===== src/rtl/ex_div_unit.sv =====
// Iterative RV32M divider for the execute stage: DIV/DIVU/REM/REMU by restoring division,
// one quotient bit per cycle, with single-cycle completion for divide-by-zero and signed overflow.
module ex_div_unit (
    input  logic        clk,
    input  logic        rst,
    input  logic        start,
    input  logic [1:0]  op,
    input  logic [31:0] dividend,
    input  logic [31:0] divisor,
    input  logic        flush,
    output logic        stall,
    output logic        valid,
    output logic [31:0] result
);

    typedef enum logic [1:0] {IDLE, RUN, DONE} state_t;

    state_t      state, state_next;
    logic [5:0]  count;
    logic [31:0] rem_q, quo_q, dvs_mag;
    logic        op_rem, neg_quo, neg_rem;

    logic        signed_op, div_zero, overflow, fast, accept;
    logic [31:0] fast_result, dvd_abs, dvs_abs;
    logic [32:0] trial;
    logic [31:0] step_rem, step_quo, final_result;

    assign signed_op = ~op[0];
    assign div_zero  = (divisor == 32'd0);
    assign overflow  = signed_op && (dividend == 32'h8000_0000) && (divisor == 32'hFFFF_FFFF);
    assign fast      = div_zero | overflow;
    assign accept    = start & ~flush;

    assign dvd_abs = (signed_op && dividend[31]) ? (32'd0 - dividend) : dividend;
    assign dvs_abs = (signed_op && divisor[31])  ? (32'd0 - divisor)  : divisor;

    // Divide-by-zero returns all-ones / the raw dividend; overflow returns INT_MIN / zero.
    always_comb begin
        fast_result = 32'd0;
        if (div_zero)
            fast_result = op[1] ? dividend : 32'hFFFF_FFFF;
        else
            fast_result = op[1] ? 32'd0 : 32'h8000_0000;
    end

    // The 33rd bit of the trial subtraction is the borrow: set means "does not fit, restore".
    assign trial    = {rem_q, quo_q[31]} - {1'b0, dvs_mag};
    assign step_rem = trial[32] ? {rem_q[30:0], quo_q[31]} : trial[31:0];
    assign step_quo = {quo_q[30:0], ~trial[32]};

    always_comb begin
        final_result = 32'd0;
        if (op_rem)
            final_result = neg_rem ? (32'd0 - step_rem) : step_rem;
        else
            final_result = neg_quo ? (32'd0 - step_quo) : step_quo;
    end

    always_comb begin
        state_next = state;
        case (state)
            IDLE: if (accept) state_next = fast ? DONE : RUN;
            RUN: begin
                if (flush)
                    state_next = IDLE;
                else if (count == 6'd31)
                    state_next = DONE;
            end
            DONE:    state_next = IDLE;
            default: state_next = IDLE;
        endcase
    end

    assign stall = ~rst & (((state == IDLE) & start & ~flush) | (state == RUN));
    assign valid = (state == DONE) & ~flush;

    always_ff @(posedge clk or posedge rst) begin
        if (rst)
            state <= IDLE;
        else
            state <= state_next;
    end

    always_ff @(posedge clk or posedge rst) begin
        if (rst) begin
            count   <= 6'd0;
            rem_q   <= 32'd0;
            quo_q   <= 32'd0;
            dvs_mag <= 32'd0;
            op_rem  <= 1'b0;
            neg_quo <= 1'b0;
            neg_rem <= 1'b0;
            result  <= 32'd0;
        end else if (state == IDLE && accept) begin
            op_rem <= op[1];
            if (fast) begin
                result <= fast_result;
            end else begin
                rem_q   <= 32'd0;
                quo_q   <= dvd_abs;
                dvs_mag <= dvs_abs;
                count   <= 6'd0;
                neg_quo <= signed_op & (dividend[31] ^ divisor[31]);
                neg_rem <= signed_op & dividend[31];
            end
        end else if (state == RUN && !flush) begin
            rem_q <= step_rem;
            quo_q <= step_quo;
            count <= count + 6'd1;
            if (count == 6'd31)
                result <= final_result;
        end
    end

endmodule


===== config.mk =====
export PLATFORM = sky130hd
export DESIGN_NAME = ex_div_unit
export DESIGN_NICKNAME = d
export VERILOG_FILES = /design/src/rtl/ex_div_unit.sv
export SDC_FILE = /design/constraint.sdc
export NUM_CORES = 1
export LEC_CHECK = 0
export CAP_MARGIN = 20
export CORE_MARGIN = 2
export CORE_UTILIZATION = 55
export DETAILED_ROUTE_END_ITERATION = 7
export PLACE_DENSITY = 0.8
export SYNTH_ARGS = -nofsm -noshare
export SYNTH_HDL_FRONTEND = slang
export SYNTH_SLANG_ARGS = --single-unit

===== constraint.sdc =====
create_clock -name clk -period 7.5 [get_ports clk]
set_clock_uncertainty 0.1 [all_clocks]
set_input_delay 1.5 -clock clk [delete_from_list [all_inputs] [get_ports clk]]
set_output_delay 1.5 -clock clk [all_outputs]
set_load 0.05 [all_outputs]

# Word-level counts from Yosys, hierarchy flattened
# Index checks and enable logic that the tools add are counted.
op_classes:
  addsub: 6
  n_mul: 0
  div_mod_pow: 0
  magnitude_cmp: 0
  eq_ne: 9
  shifts: 0
  n_mux: 27
  n_bitwise: 15
  n_reduce_logical: 15
op_table:
  columns: ["operator", "count"]
  rows:
  - ["$mux 32", 19]
  - ["$sub 1x32->32 const A", 4]
  - ["$eq 32x32->1 const B", 2]
  - ["$sub 33x32->33", 1]
  - ["$logic_not 32->1", 1]
  - ["$mux 6", 3]
  - ["$mux 2", 4]
  - ["$and 1x1->1", 7]
  - ["$add 6x1->6 const B", 1]
  - ["$eq 6x5->1 const B", 1]
  - ["$logic_and 1x1->1", 6]
  - ["$ne 2x2->1 const B", 3]
  - ["$reduce_and 2->1", 3]
  - ["$not 1->1", 5]
  - ["$pmux 2 s2", 1]
  - ["$reduce_bool 2->1", 2]
  - ["$ne 3x3->1 const B", 1]
  - ["$reduce_and 3->1", 1]
  - ["$eq 2x1->1 const B", 1]
  - ["$eq 2x2->1 const B", 1]
  - ["$logic_not 2->1", 1]
  - ["$or 1x1->1", 2]
  - ["$logic_not 1->1", 1]
  - ["$xor 1x1->1", 1]
word_totals:
  ff_bits: 139
  latchBits: 0
  ram_bits: 0
  rom_bits: 0
  input_bits: 70
  out_inout_bits: 34
  wordCells: 81
  n_memories: 0

# Logic depth before layout (Yosys ltp)
# Gate-level depths: netlist (run 1).
depth:
  word_depth: 8
  depth_mapped: 22
  depth_no_buf: 20

# Least setup slack after synthesis (run 1)
# Ideal clock, no wire load.
synth_path:
  path_kind: "input to output"
  start: "input flush"
  end: "output stall"
  arrival_ns: 3.465
  required_time_ns: 5.900
  setup_slack_ns: 2.435
  stages: 5
  n_path_buf: 3
  cell_sequence: "or4b_2 clkbuf_1 clkbuf_1 buf_1 a21oi_1"
synth_between:
  elab_chain_len: 4
synth_rtl:
  columns: ["item", "line", "source"]
  rows:
  - ["from (decl)", "10", "input logic flush,"]
  - ["$not 1->1", "74", "assign stall = ~rst & (((state == IDLE) & start & ~flush) | (state == RUN));"]
  - ["$and 1x1->1", "74", null]
  - ["$or 1x1->1", "74", null]
  - ["$and 1x1->1", "74", null]
  - ["to (decl)", "11", "output logic stall,"]
# No other way between the ends.

# Worst setup path after layout (run 1)
layout_path:
  start: "input dividend[0]"
  end: "register quo_q[31]"
layout_between:
  elab_chain_len: 6
  elab_cells_between_ends: 10
  cone_classes: "add/sub (1); eq/ne (2); mux (3); bitwise (1); reduce/logical (3)"
layout_rtl:
  columns: ["item", "line", "source"]
  rows:
  - ["from (decl)", "8", "input logic [31:0] dividend,"]
  - ["branches (longest 6 deep; another with $sub 1x32->32)", null, null]
  - ["to (signal assigned)", "100", "quo_q <= dvd_abs;"]
  - ["to (signal assigned)", "108", "quo_q <= step_quo;"]
  - ["to (decl)", "20", "logic [31:0] rem_q, quo_q, dvs_mag;"]
# Parallel ways; which one is timed is not known. The select of a mux whose other input is x is not followed.
# A chain may end at the register's enable or synchronous reset.

==> results.md, run 1 <==
Power and ir drop:
- The cell internal power dissipation is ~2.4 mW.
- The relative contribution of combinational cells to total power is ~57%.
- Summed over all nets, the switching power comes to between 2 and 2.5 mW.
- The power per cell area is approximately 350 nW/µm².
- Of the total power, registers draw between 20 and 25%.
- The power consumption is roughly 4.6 mW.
- Of the total power, the share spent switching nets is between 40 and 50%.
- The peak ir drop on the vdd network is around 0.22 mV.
- The leakage power summed over all cells is about 5.4 nW.
- The portion of total power attributed to the clock network is between 10% and 20%.

Clock network:
- The number of buffers inserted by post-CTS setup repair is 0.
- In this run, post-CTS hold repair placed 0 buffers.
- The clock tree from TritonCTS is done.
- CTS built an H-tree with a depth of 4.
- The root buffer cell chosen for the clock tree is sky130_fd_sc_hd__clkbuf_16.
- The clock latency reported for the late side of the worst-skew pair is about 0.43 ns.
- Clock-pin slew was measured on the worst setup and hold paths at approximately 0.06 ns.
- Clock tree synthesis inserted a total of 17 buffers.
- The number of resized instances in the post-cts repair step is 0.
- The maximum buffer depth of the clock tree is 2.
- Clock tree synthesis found a total of roughly 140 sinks.

Final layout:
- The number of nets in the final layout is about 1,700.
- The utilization after layout is approximately two thirds.
- From synthesis to final layout, the design area changed by 15.4%.
- The fraction of layout instances using a drive strength above 1 is under 10%.
- The diode insertion count for antenna repair is 0.
- The count of fill cells added during filler insertion is about 1,800.

Routing:
- In the final routed layout, each cell accounts on average for about 19 µm.
- Using the TritonRoute via totals, the vias-per-cell ratio works out to about 6.4.
- For this block, the via count after detailed routing is between 10,000 and 15,000.
- The number of DRC markers after the initial detailed-route iteration is roughly 1,300.
- The total wire length is roughly 35,000 µm.
- The number of DRC violations after detailed routing is 0.
- Once detail routing completed, the nets flagged for antenna violations numbered 0.
- For this run, the detailed router's first-pass iteration total came to 7.

Global routing:
- The pin count of the biggest net entering global routing is 100.
- The total global routing track utilization is between 30% and 40%.
- The via count of the first global-routing pass is ~11,000.
- The final global-route overflow total is 0.
- The first-pass GRT wire length is around 57,000 µm.
- The initial antenna violation count is 0.

Setup path:
- Together, buffers and inverters on the worst path number 3.
- Of all nets on the critical path, the largest fanout is 35.
- On the worst path, the slowest cell contributes a delay of approximately 0.8 ns.
- The family with the most delay on the worst path is simple AND/OR/NAND/NOR gates.
- The critical path class is in2reg.
- The critical path goes through clkdlybuf4s50_1, inv_1, ha_1, nand2b_1, nor4_1, nor4b_1, nand3_1, or3_1, o21a_1, and2_2, nor2_4, buf_4, a211oi_1, a21oi_1.
- STA puts the critical path data required time at 7.76 ns.
- At the worst endpoint, the arrival time is approximately 6.1 ns.
- The type of destination of the critical path is a register.
- The kind of launch point of the worst setup path is an input port.
- The slowest library cell on the worst path is sky130_fd_sc_hd__nor4b_1.
- The internal reg-to-reg setup slack is about 2.2 ns.

Synthesis:
- Synthesis inferred ~140 register bits.
- The share of the synthesized area in the top cell type is a little over 30%.
- For this run, the register share of the synthesized area comes to a little under a third.
- The most common cell in the synthesized netlist is sky130_fd_sc_hd__nand2_1.
- Summing the areas of all and, or, nand and nor instances in the mapped netlist gives 21.5% of the synthesized area.
- The share of synthesized area spent on multiplexers is under 10%.
- Of the total synthesized cell area, the portion taken by full adders, half adders and majority gates is approximately 4.3%.
- The synthesized netlist devotes a little over a quarter of its cell area to compound gates.
- The synthesized-area fraction occupied by xor and xnor cells is between 10% and 20%.
- After synthesis, the mean cell area works out to around 7.7 µm².
- The flip-flop cell with the highest count after synthesis is sky130_fd_sc_hd__dfrtp_1.
- The total standard cell area after synthesis is between 10,000 and 15,000 µm².
- The number of standard cells after synthesis is between 1,000 and 1,500.
- Yosys mapped a number of flops with a built-in enable equal to 0.
- Yosys printed 0 warnings.
- Ranked by total cell area, the synthesized netlist is headed by sky130_fd_sc_hd__dfrtp_1 30%, sky130_fd_sc_hd__o21ai_0 6.8%, sky130_fd_sc_hd__nand2_1 6.2%.
- The post-synthesis cell type count is 84.
- The synthesized design spends more area on one cell type than any other, namely sky130_fd_sc_hd__dfrtp_1.
- The largest family of logic cells by synthesized area is compound AO/OA/AOI/OAI gates.
- Sorting the synthesized cells by how often they occur yields 189 x sky130_fd_sc_hd__nand2_1, 157 x sky130_fd_sc_hd__o21ai_0, 139 x sky130_fd_sc_hd__dfrtp_1.
- After synthesis, the share of flip-flops with an asynchronous set or reset is 100%.
- The number of nets handed over by synthesis was 1,608.

STA:
- The hold violation count in the final report is 0.
- The sum of negative setup slack is 0 ns.
- The ratio of final minimum period to clock period is 77.9%.
- Setup repair after global routing left no endpoint under its margin.
- The transition time of the tightest slew-check pin is 1.06 ns.
- The remaining max-slew budget at the tightest pin is just under 30%.
- Setup violations remaining at the end of the flow were counted as 0.
- The max-slew violation total from the final report is 0.
- Static timing analysis puts the maximum clock frequency at between 150 and 200 MHz.
- The worst path needs just under 6 ns of the cycle, external delays included.

Job:
- Max-cap violations in this run came to 0.

Die:
- The number of rows created at floorplan is 52.
- between 100 and 150 I/O pins were placed.
- The total die area is ~22,000 µm².
- The x dimension of the die is 149 µm.
- The starting density of the core is 56.5%.
- The total area inside the core boundary comes to 20,400 µm².
- The vertical extent of the die is 149 µm.

Outcome:
- The flow ran to the end, and the final reports show no timing, DRC or antenna violations.

Place:
- The routability congestion estimate from global placement is 1.04.
- Detailed placement ended at an HPWL of approximately 25,000 µm.
- Buffers placed on the I/O ports in this run total between 100 and 150.

Hold path:
- The path class of the lowest-slack min-delay path is reg2reg.
==> through the flow <==
step	hold WS, ns	cell area (µm²)	setup WS, ns	cells
after global placement	0.401	12700	1.55	1803
final	0.420	13300	1.66	1837
after detailed placement	0.403	12700	1.35	1803
after global routing	0.434	13300	1.37	1837
after floorplan	0.354	11500	2.18	1499
after CTS	0.424	13300	1.79	1835
==> sequential cells by signal (all words and copies together) (netlist names) <==
| signal | cells |
|---|---|
| state | 2 |
| dvs_mag | 32 |
| op_rem | 1 |
| neg_rem | 1 |
| quo_q | 32 |
| neg_quo | 1 |
| result | 32 |
| rem_q | 32 |
| count | 6 |
==> layer usage <==
metal / GRT usage [%] / routed length [µm] / share of wire, % / up-vias
met4: 9.76 / 1140 / 3.3 / 0
met2: 51.3 / 15900 / 46 / 464
met5: 0 / 0 / 0 / -
li1: - / - / - / 5563
met3: 6.12 / 2350 / 6.8 / 95
met1: 44.0 / 15200 / 44 / 5627
==> worst register-to-register path: cells and delay by family, from the launching register on <==
family	cells	cell delay (ns)
AOI/OAI and AO/OA	12	3.10
buffers and inverters	1	0.17
muxes	1	0.28
adders and majority gates	2	0.69
and+or+nand+nor	1	0.06
DFF	1	0.46
xor gates and xnor gates	1	0.25
==> cells by family after synthesis <==
family                   after synthesis
AO/OA/AOI/OAI                        505
XOR/XNOR                             134
adder cells (fa/ha/maj)               39
buffers and inverters                141
flip-flops                           139
multiplexers                          22
AND/OR/NAND/NOR                      519
==> cell usage in the layout, fill, tap and decap left out, drive strengths merged, types with 15 or more instances in the layout <==
| cell type | n |
|---|---|
| dfrtp | 139 |
| nand3 | 15 |
| nand2b | 19 |
| nor3 | 44 |
| xor2 | 58 |
| o31ai | 25 |
| a21oi | 118 |
| xnor2 | 76 |
| or3 | 25 |
| o211ai | 30 |
| mux2i | 17 |
| a31oi | 20 |
| o22ai | 32 |
| or4 | 15 |
| nand4 | 25 |
| nor2 | 120 |
| nand2 | 189 |
| clkdlybuf4s50 | 103 |
| ha | 38 |
| nor4 | 16 |
| inv | 64 |
| clkbuf | 18 |
| o21ai | 175 |
==> power groups by stage <==
stage          Clock [mW]  Combinational, mW  Sequential (mW)
2_1_floorplan           0               1.99             1.06
3_3_place_gp            0               2.51             1.12
3_5_place_dp            0               2.55             1.12
4_1_cts             0.879               2.58             1.11
5_1_grt             0.911               2.90             1.14
6_report            0.880               2.63             1.13
==> path summary, 6_finish.rpt <==
check | startpoint | to | depth (start not counted)
hold reg to reg | dvs_mag[0]$_DFFE_PP0P_ | dvs_mag[0]$_DFFE_PP0P_ | 2
min in group asynchronous | rst | result[3]$_DFFE_PP0P_ | 2
setup / recovery | dividend[0] | quo_q[31]$_DFFE_PP0P_ | 14
setup reg to reg | rem_q[8]$_DFFE_PP0P_ | result[30]$_DFFE_PP0P_ | 18
hold / removal | dvs_mag[0]$_DFFE_PP0P_ | dvs_mag[0]$_DFFE_PP0P_ | 2
max in group asynchronous | rst | quo_q[21]$_DFFE_PP0P_ | 3
==> area by class of cell <==
type	instances	area, µm²	area share [%]
clock inverter	14	160	1.20
tap	270	338	2.54
sequential	139	3480	26.1
timing repair buffer	117	1140	8.57
multi-input combinational	1219	7520	56.5
clock buffer	18	439	3.30
inverter	60	230	1.73
Power figures use the tool's default switching activity.
==> inputs of run 2 (changes only) <==
==> constraint.sdc (replaced) <==
create_clock -name clk -period 5.4 [get_ports clk]
set_clock_uncertainty 0.1 [all_clocks]
set_input_delay 1.08 -clock clk [delete_from_list [all_inputs] [get_ports clk]]
set_output_delay 1.08 -clock clk [all_outputs]
set_load 0.05 [all_outputs]
==> run 2 against run 1 <==
  * Critical path depth increased by 4
  * Clock-buffer cell count unchanged
  * Register-to-register slack got worse by 1.9 ns
  * First-iteration DRC count decreased by 4.7%
  * Power increased by 41%
  * Non-clock buffer count increased by 8
  * Global-route usage increased by 0.68 points
  * Critical path type is now reg2reg
  * Largest cell class unchanged
==> results.md, run 2 (synthesis gave the netlist of run 1 again) <==
Die:
- The x dimension of the die is between 100 and 150 µm.
- The die covers roughly 22,000 µm².
- The number of rows created at floorplan is 52.
- The I/O pin count is about 100.
- The initial utilization of the core area, before any placement, comes to between 50% and 60%.
- The floorplan step set the die height to about 150 µm.
- The placeable core region is 20,400 µm².

Global routing:
- The via count of the first global-routing pass is approximately 11,000.
- The final global-route overflow total is 0.
- In this run the most used layer during global routing was met2.
- The met3 track utilization from global routing is 5.20%.
- The initial antenna violation count is 0.
- The first-pass GRT wire length is 57,700 µm.
- Entering global routing, the biggest net connects about 110 pins.
- In the global route stage, met1 resource usage came out at 46.4%.
- Global routing consumed, over all layers together, between 30% and 40% of the routing resources.
- Global routing used about 52% of the available met2 tracks.

Final layout:
- The top cell types in the final layout, fill and taps aside, are 189 x sky130_fd_sc_hd__nand2_1, 157 x sky130_fd_sc_hd__o21ai_0, 139 x sky130_fd_sc_hd__dfrtp_1, 119 x sky130_fd_sc_hd__nor2_1, 117 x sky130_fd_sc_hd__a21oi_1.
- The number of antenna diodes in the final layout is 0.
- From synthesis to final layout, the design area changed by 16.5%.
- Once layout is done, the placed cells without fillers occupy about 13,000 µm².
- Cells with a size suffix above 1 make up under 10% of the layout.
- Across the whole layout, storage elements account for about 3500 µm².
- Summing all multi-input logic gate instances after layout gives about 7500 µm².
- In the final design database the tool counted between 1,500 and 2,000 nets.
- The library cell used most frequently in the layout, excluding fill and tap cells, is sky130_fd_sc_hd__nand2_1.
- The count of placed standard cells in the final layout, fillers left out is ~1,800.
- The layout has roughly 1,800 filler cells.

Clock network:
- The number of buffers inserted by post-CTS setup repair is 0.
- The clock-pin slew on the worst setup and hold paths is 0.06 ns.
- The total clock sinks is between 100 and 150.
- The clock tree from TritonCTS is done.
- In this run the number of H-tree levels came out at 4.
- The clock latency reported for the late side of the worst-skew pair is 0.42 ns.
- The number of clock buffers added by TritonCTS is 17.
- The clock root buffer master is sky130_fd_sc_hd__clkbuf_16.
- The maximum buffer depth of the clock tree is 2.

Place:
- The placed instances occupy a cell area of 12,800 µm².
- Counting tap cells, the placed design contains a total of between 1,500 and 2,000 instances.
- The pre-CTS setup slack is about 0.28 ns.
- Once detailed placement completed, the half-perimeter wirelength came to ~26,000 µm.
- The routability congestion estimate from global placement is about 0.94.
- The number of buffers inserted by port buffering is ~100.

Hold path:
- The path class of the lowest-slack min-delay path is reg2reg.
- Counting instances, the worst hold path has a depth of 1.

STA:
- At the pin with the least slew margin, the transition time is approximately 1.1 ns.
- The ratio of final minimum period to clock period is a little over nine tenths.
- The hold violation count in the final report was 0.
- Setup slack closes at just over 0.3 ns.
- The final number of setup-violating endpoints is 0.
- Derived from the worst setup path, the maximum achievable clock frequency is a little under 200 MHz.
- The max-slew violation total from the final report was 0.
- The remaining max-slew budget at the tightest pin is 24.7%.
- The post-layout minimum cycle time is a little over 5 ns.

Routing:
- The final layout contains routed wiring with a total length of approximately 36,000 µm.
- The average detailed-routed wire length per instance is between 15 and 20 µm.
- The number of DRC violations after detailed routing is 0.
- For this block, the initial DRC count from the detailed router was about 1,300.
- The iteration count of the initial detailed-routing pass is 8.
- The count of antenna-violating nets left after detailed routing is 0.
- The total number of vias is around 12,000.
- In the routed layout, each cell is associated on average with a via count of between 6 and 7.

Power and ir drop:
- The relative contribution of combinational cells to total power is a little under three fifths.
- Per report_power, the sequential group accounts for 23.8% of the total.
- The switching power total is roughly 3.1 mW.
- The leakage power summed over all cells is 5.47 nW.
- The peak ir drop on the vdd network is between 0.2 and 0.3 mV.
- The internal portion of the total power is 3.43 mW.
- Per report_power, the clock group accounts for between 10% and 20% of the total.
- The power per cell area is just under 500 nW/µm².
- Of the total power, the share spent switching nets is 47.6%.

Setup path:
- At the worst endpoint, the arrival time is 5.29 ns.
- At the worst endpoint, the required time is 5.60 ns.
- On the critical path, the stage with the largest delay is an instance of sky130_fd_sc_hd__dfrtp_1.
- On the critical path the largest part of the delay comes from compound AO/OA/AOI/OAI gates.
- Traced cell by cell, the critical path runs through ha_1, a21o_1, a311o_1, a211o_1, o21a_1, o211a_4, inv_2, nor2_1, a21oi_1, ha_1, o211ai_1, a2111oi_2, mux2_2, o21a_1, o21ai_1, o31ai_1, xor2_1, a31oi_1.
- The kind of launch point of the worst setup path is a register.
- The biggest cell delay along the critical path is 0.45 ns.
- Measured in cells, the most critical reg-to-reg path has a length of 18.
- The critical path class is reg2reg.
- The total buffers and inverters traversed by the critical path is 1.
- The type of destination of the critical path is a register.
- The maximum fanout encountered on the critical timing path is 11.
- Counting buffers and inverters, the worst setup path is 18 cells deep.

Outcome:
- The flow ran to the end, and the final reports show no timing, DRC or antenna violations.

Job:
- Max-cap violations in this run came to 0.
## run 2: cell count changes in the layout (fill, tap and decap cells not counted), moves of 2 or more
cell and change:
sky130_fd_sc_hd__buf_4 +8, sky130_fd_sc_hd__clkinv_4 +4, sky130_fd_sc_hd__clkinvlp_4 -2, sky130_fd_sc_hd__inv_8 -2, sky130_fd_sc_hd__o31ai_1 -3, sky130_fd_sc_hd__o31ai_2 +3
## run 2: power by group through the flow
stage | Clock [mW] | Combinational [mW] | Sequential [mW]
2_1_floorplan | 0 | 2.76 | 1.48
3_3_place_gp | 0 | 3.55 | 1.55
3_5_place_dp | 0 | 3.61 | 1.56
4_1_cts | 1.25 | 3.64 | 1.55
5_1_grt | 1.30 | 4.11 | 1.59
6_report | 1.24 | 3.74 | 1.56
## run 2: final cells by class
| type | count | share of cell area (%) |
|---|---|---|
| multi-input cells | 1219 | 56.1 |
| repair buffers | 125 | 9.12 |
| flip-flops and latches | 139 | 25.9 |
| clock buffers | 18 | 3.27 |
| inverters | 60 | 1.71 |
| well taps | 270 | 2.51 |
| clock inverters | 14 | 1.36 |
## run 2: metal layers
layer | up-vias | share of wire (%)
met5 | - | 0
met4 | 0 | 2.5
met3 | 72 | 7.5
met2 | 516 | 46
met1 | 5497 | 44
li1 | 5583 | -
## run 2: what timing repair did
item / 4_1_cts / 5_1_grt
endpoints found under the setup margin: 0 / 7
resized for setup: 0 / 6
hold buffers: 0 / 0
## run 2: worst register-to-register path, stage by stage, from the launching register on
cell and delay [ns]:
sky130_fd_sc_hd__dfrtp_1 0.45, sky130_fd_sc_hd__ha_1 0.41, sky130_fd_sc_hd__a21o_1 0.23, sky130_fd_sc_hd__a311o_1 0.37
sky130_fd_sc_hd__a211o_1 0.36, sky130_fd_sc_hd__o21a_1 0.22, sky130_fd_sc_hd__o211a_4 0.26, sky130_fd_sc_hd__inv_2 0.18
sky130_fd_sc_hd__nor2_1 0.07, sky130_fd_sc_hd__a21oi_1 0.22, sky130_fd_sc_hd__ha_1 0.26, sky130_fd_sc_hd__o211ai_1 0.15
sky130_fd_sc_hd__a2111oi_2 0.40, sky130_fd_sc_hd__mux2_2 0.28, sky130_fd_sc_hd__o21a_1 0.22, sky130_fd_sc_hd__o21ai_1 0.21
sky130_fd_sc_hd__o31ai_1 0.29, sky130_fd_sc_hd__xor2_1 0.19, sky130_fd_sc_hd__a31oi_1 0.10
## run 2: final timing paths
kind	slack, ns	to	from
setup / recovery	0.31	result[30]$_DFFE_PP0P_	rem_q[8]$_DFFE_PP0P_
hold / removal	0.42	count[0]$_DFFE_PP0P_	count[0]$_DFFE_PP0P_
setup reg to reg	0.31	result[30]$_DFFE_PP0P_	rem_q[8]$_DFFE_PP0P_
hold reg to reg	0.42	count[0]$_DFFE_PP0P_	count[0]$_DFFE_PP0P_
max in group asynchronous	3.23	dvs_mag[22]$_DFFE_PP0P_	rst
min in group asynchronous	0.88	result[2]$_DFFE_PP0P_	rst
## run 2: metrics by stage
step	util [%]	setup TNS (ns)	hold WS [ns]	total power [mW]
floorplan	-	0	0.354	4.24
global placement	62.4	0	0.402	5.11
detailed placement	62.5	0	0.405	5.17
CTS	65.5	0	0.416	6.44
global route	65.8	-0.000134	0.453	7.00
finish	65.8	0	0.418	6.55
==> inputs of run 3 (changes only) <==
--- a/config.mk
+++ b/config.mk
@@ -5,11 +5,13 @@
 export SDC_FILE = /design/constraint.sdc
 export NUM_CORES = 1
 export LEC_CHECK = 0
+export ABC_CLOCK_PERIOD_IN_PS = 5400
 export CAP_MARGIN = 20
 export CORE_MARGIN = 2
 export CORE_UTILIZATION = 55
 export DETAILED_ROUTE_END_ITERATION = 7
 export PLACE_DENSITY = 0.8
+export REMOVE_ABC_BUFFERS = 1
 export SYNTH_ARGS = -nofsm -noshare
 export SYNTH_HDL_FRONTEND = slang
 export SYNTH_SLANG_ARGS = --single-unit
==> run 3 against run 2 <==
  * First-iteration DRC count fell by 11%
  * Clock power is 3% higher
  * Critical path type unchanged
  * Flip-flop and latch count is the same
  * Cell count rose by 0.11%
  * Utilization is 0.061 points lower
  * Non-clock buffer count increased by 2
  * Via count grew 1.8%
  * Power is 0.17% lower
  * Highest routed layer unchanged
  * Critical path depth unchanged
  * Design area hardly changed
==> results.md, run 3 (synthesis gave the netlist of run 1 again) <==
Outcome:
- The run finished with clean final reports.

Die:
- After floorplanning, the core was divided into 52 placement rows.
- Pin placement for this block handled about 100 I/O pins.
- The die covers approximately 22,000 µm².
- From bottom edge to top edge, the die measures between 100 and 150 µm.
- The placeable core region is approximately 20,000 µm².
- For this configuration, the core starts out at a cell density of 56.5%.
- The x dimension of the die is roughly 150 µm.

Routing:
- For this block, the routed nets add up to approximately 35,000 µm of wire.
- The routed layout has around 12,000 vias.
- The number of DRC violations after detailed routing is 0.
- The detail route stage leaves a number of antenna-violating nets equal to 0.
- In the final routed layout, each cell accounts on average for around 19 µm.
- The first TritonRoute pass finished after 5 iterations.
- The number of DRC markers after the initial detailed-route iteration is around 1,100.
- The average vias per placed instance is 6.43.

Global routing:
- In the global route stage, overall resource usage came out at about a third.
- For this run the aggregate overflow at the end of global routing stands at 0.
- The first-pass GRT wire length is 57,300 µm.
- The pin count of the biggest net entering global routing is 100.
- The initial antenna violation count was 0.
- The via count of the first global-routing pass is 11,211.

Clock network:
- Gates resized during post-CTS repair numbered 0.
- The longest clock path from root to sink contains 2 buffers.
- The clock drives 139 sinks.
- The clock tree from TritonCTS is done.
- The clock latency reported for the late side of the worst-skew pair is roughly 0.43 ns.
- Clock-pin slew was measured on the worst setup and hold paths at ~0.06 ns.
- The number of hold-repair buffers added at the cts stage is 0.
- Buffers inserted during clock tree synthesis total 17.
- The H-tree depth is 4.
- In this run the clock root is driven by a sky130_fd_sc_hd__clkbuf_16.
- Buffers added to address setup during post-CTS repair amount to 0.

Place:
- Before CTS, the worst setup slack after placement is 0.465 ns.
- The post-placement cell count is roughly 1,800.
- The routability congestion estimate from global placement is roughly 1.0.
- The number of buffers inserted by port buffering is ~100.
- Detailed placement ended at an HPWL of around 26,000 µm.

Final layout:
- For this run, the post-layout net count is ~1,700.
- 0 antenna diodes ended up in the layout.
- The relative area change from synthesis to final layout is 16.4%.
- The count of placed standard cells in the final layout, fillers left out is ~1,800.
- The library cell used most frequently in the layout, excluding fill and tap cells, is sky130_fd_sc_hd__nand2_1.
- The count of fill cells added during filler insertion is 1,787.
- The library cells used most frequently in the layout, excluding fill and tap cells, are 189 x sky130_fd_sc_hd__nand2_1, 157 x sky130_fd_sc_hd__o21ai_0, 139 x sky130_fd_sc_hd__dfrtp_1, 119 x sky130_fd_sc_hd__nor2_1, 118 x sky130_fd_sc_hd__a21oi_1.
- Cells with a size suffix above 1 make up between 5 and 6% of the layout.

STA:
- Timing would allow up to approximately 200 MHz.
- The routed design could run at a clock period as short as 5.02 ns.
- The hold violation count in the final report came to 0.
- The final-layout worst hold slack is approximately 0.41 ns.
- The ratio of final minimum period to clock period is 93.0%.
- The max-slew violation total from the final report was 0.
- Setup slack closes at ~0.38 ns.
- For the pin with the worst max-slew slack, the measured transition is ~1 ns.
- The final number of setup-violating endpoints is 0.
- Setup repair after global routing left no endpoint under its margin.
- The remaining max-slew budget at the tightest pin is about 34%.

Setup path:
- Walking the worst path, the cells encountered are ha_1, a21o_1, a311o_1, a211o_1, o21a_1, o211a_4, inv_2, nor2_1, a21oi_1, ha_1, o211ai_1, a2111oi_0, mux2_2, o21a_1, o21ai_1, o31ai_1, xor2_1, a31oi_1.
- The biggest cell delay along the critical path is 0.45 ns.
- The critical path starts at rem_q[8]$_DFFE_PP0P_.
- Of all nets on the critical path, the largest fanout is 10.
- The critical path data arrival time is roughly 5.2 ns.
- By startpoint and endpoint, the worst setup path is classified as reg2reg.
- STA classifies the critical path startpoint as a register.
- STA classifies the critical path endpoint as a register.
- The startpoint of the worst-slack reg-to-reg timing path is rem_q[8]$_DFFE_PP0P_.
- The family with the most delay on the worst path is compound AO/OA/AOI/OAI gates.
- The internal reg-to-reg setup slack is roughly 0.38 ns.
- The total buffers and inverters traversed by the critical path is 1.
- The slowest library cell on the worst path is sky130_fd_sc_hd__dfrtp_1.
- At the worst endpoint, the required time is between 5 and 6 ns.

Hold path:
- The worst min-delay path startpoint is count[0]$_DFFE_PP0P_.
- The path class of the lowest-slack min-delay path is reg2reg.

Power and ir drop:
- The leakage power summed over all cells is 5.49 nW.
- For this design the ratio of total power to cell area is about 500 nW/µm².
- VDD sags by at most approximately 0.25 mV.

Job:
- The tool flagged a number of max-cap violations equal to 0.
[run 3: changes by cell type in the layout (fill, tap and decap cells not counted), sizes merged]
cell | previous run | this run
inv | 62 | 58
clkinv | 6 | 9
clkinvlp | 3 | 1
buf | 23 | 25
bufinv | 3 | 4
clkbuf | 18 | 20
[run 3: metal layers]
metal	vias up	GRT usage (%)	routed length, µm
met5	-	0	0
met4	0	12.1	1340
met3	117	5.41	2450
met2	551	53.2	16700
met1	5627	42.7	14800
li1	5583	-	-
[run 3: where the power goes]
part | leakage [nW] | total, mW | switching [mW] | internal (mW)
registers | 1.81 | 1.54 | 0.275 | 1.26
clock network | 0.310 | 1.28 | 0.485 | 0.795
logic | 3.37 | 3.72 | 2.30 | 1.42
[run 3: metrics by stage]
step | cell area (µm²) | util, % | power (mW) | TNS [ns]
after floorplan | 11200 | - | 4.18 | -45.99
after global placement | 12800 | 62.6 | 5.08 | 0
after detailed placement | 12800 | 62.7 | 5.15 | 0
after CTS | 13400 | 65.7 | 6.46 | 0
after global routing | 13400 | 65.7 | 6.98 | 0
final | 13400 | 65.7 | 6.54 | 0
[run 3: layout make-up]
| cell class | instances | area [µm²] | share of cell area [%] |
|---|---|---|---|
| clock buffer | 20 | 457 | 3.40 |
| clock inverter | 12 | 170 | 1.27 |
| inverter | 60 | 230 | 1.71 |
| multi-input combinational | 1219 | 7520 | 56.0 |
| sequential | 139 | 3480 | 25.9 |
| tap | 270 | 338 | 2.52 |
| timing repair buffer | 127 | 1230 | 9.19 |
[run 3: worst paths after layout]
| path | end | depth (start not counted) |
|---|---|---|
| worst max-delay path | result[30]$_DFFE_PP0P_ | 18 |
| worst min-delay path | count[0]$_DFFE_PP0P_ | 1 |
| worst max register to register | result[30]$_DFFE_PP0P_ | 18 |
| worst min register to register | count[0]$_DFFE_PP0P_ | 1 |
| max in group asynchronous | rem_q[11]$_DFFE_PP0P_ | 3 |
| min in group asynchronous | result[21]$_DFFE_PP0P_ | 2 |
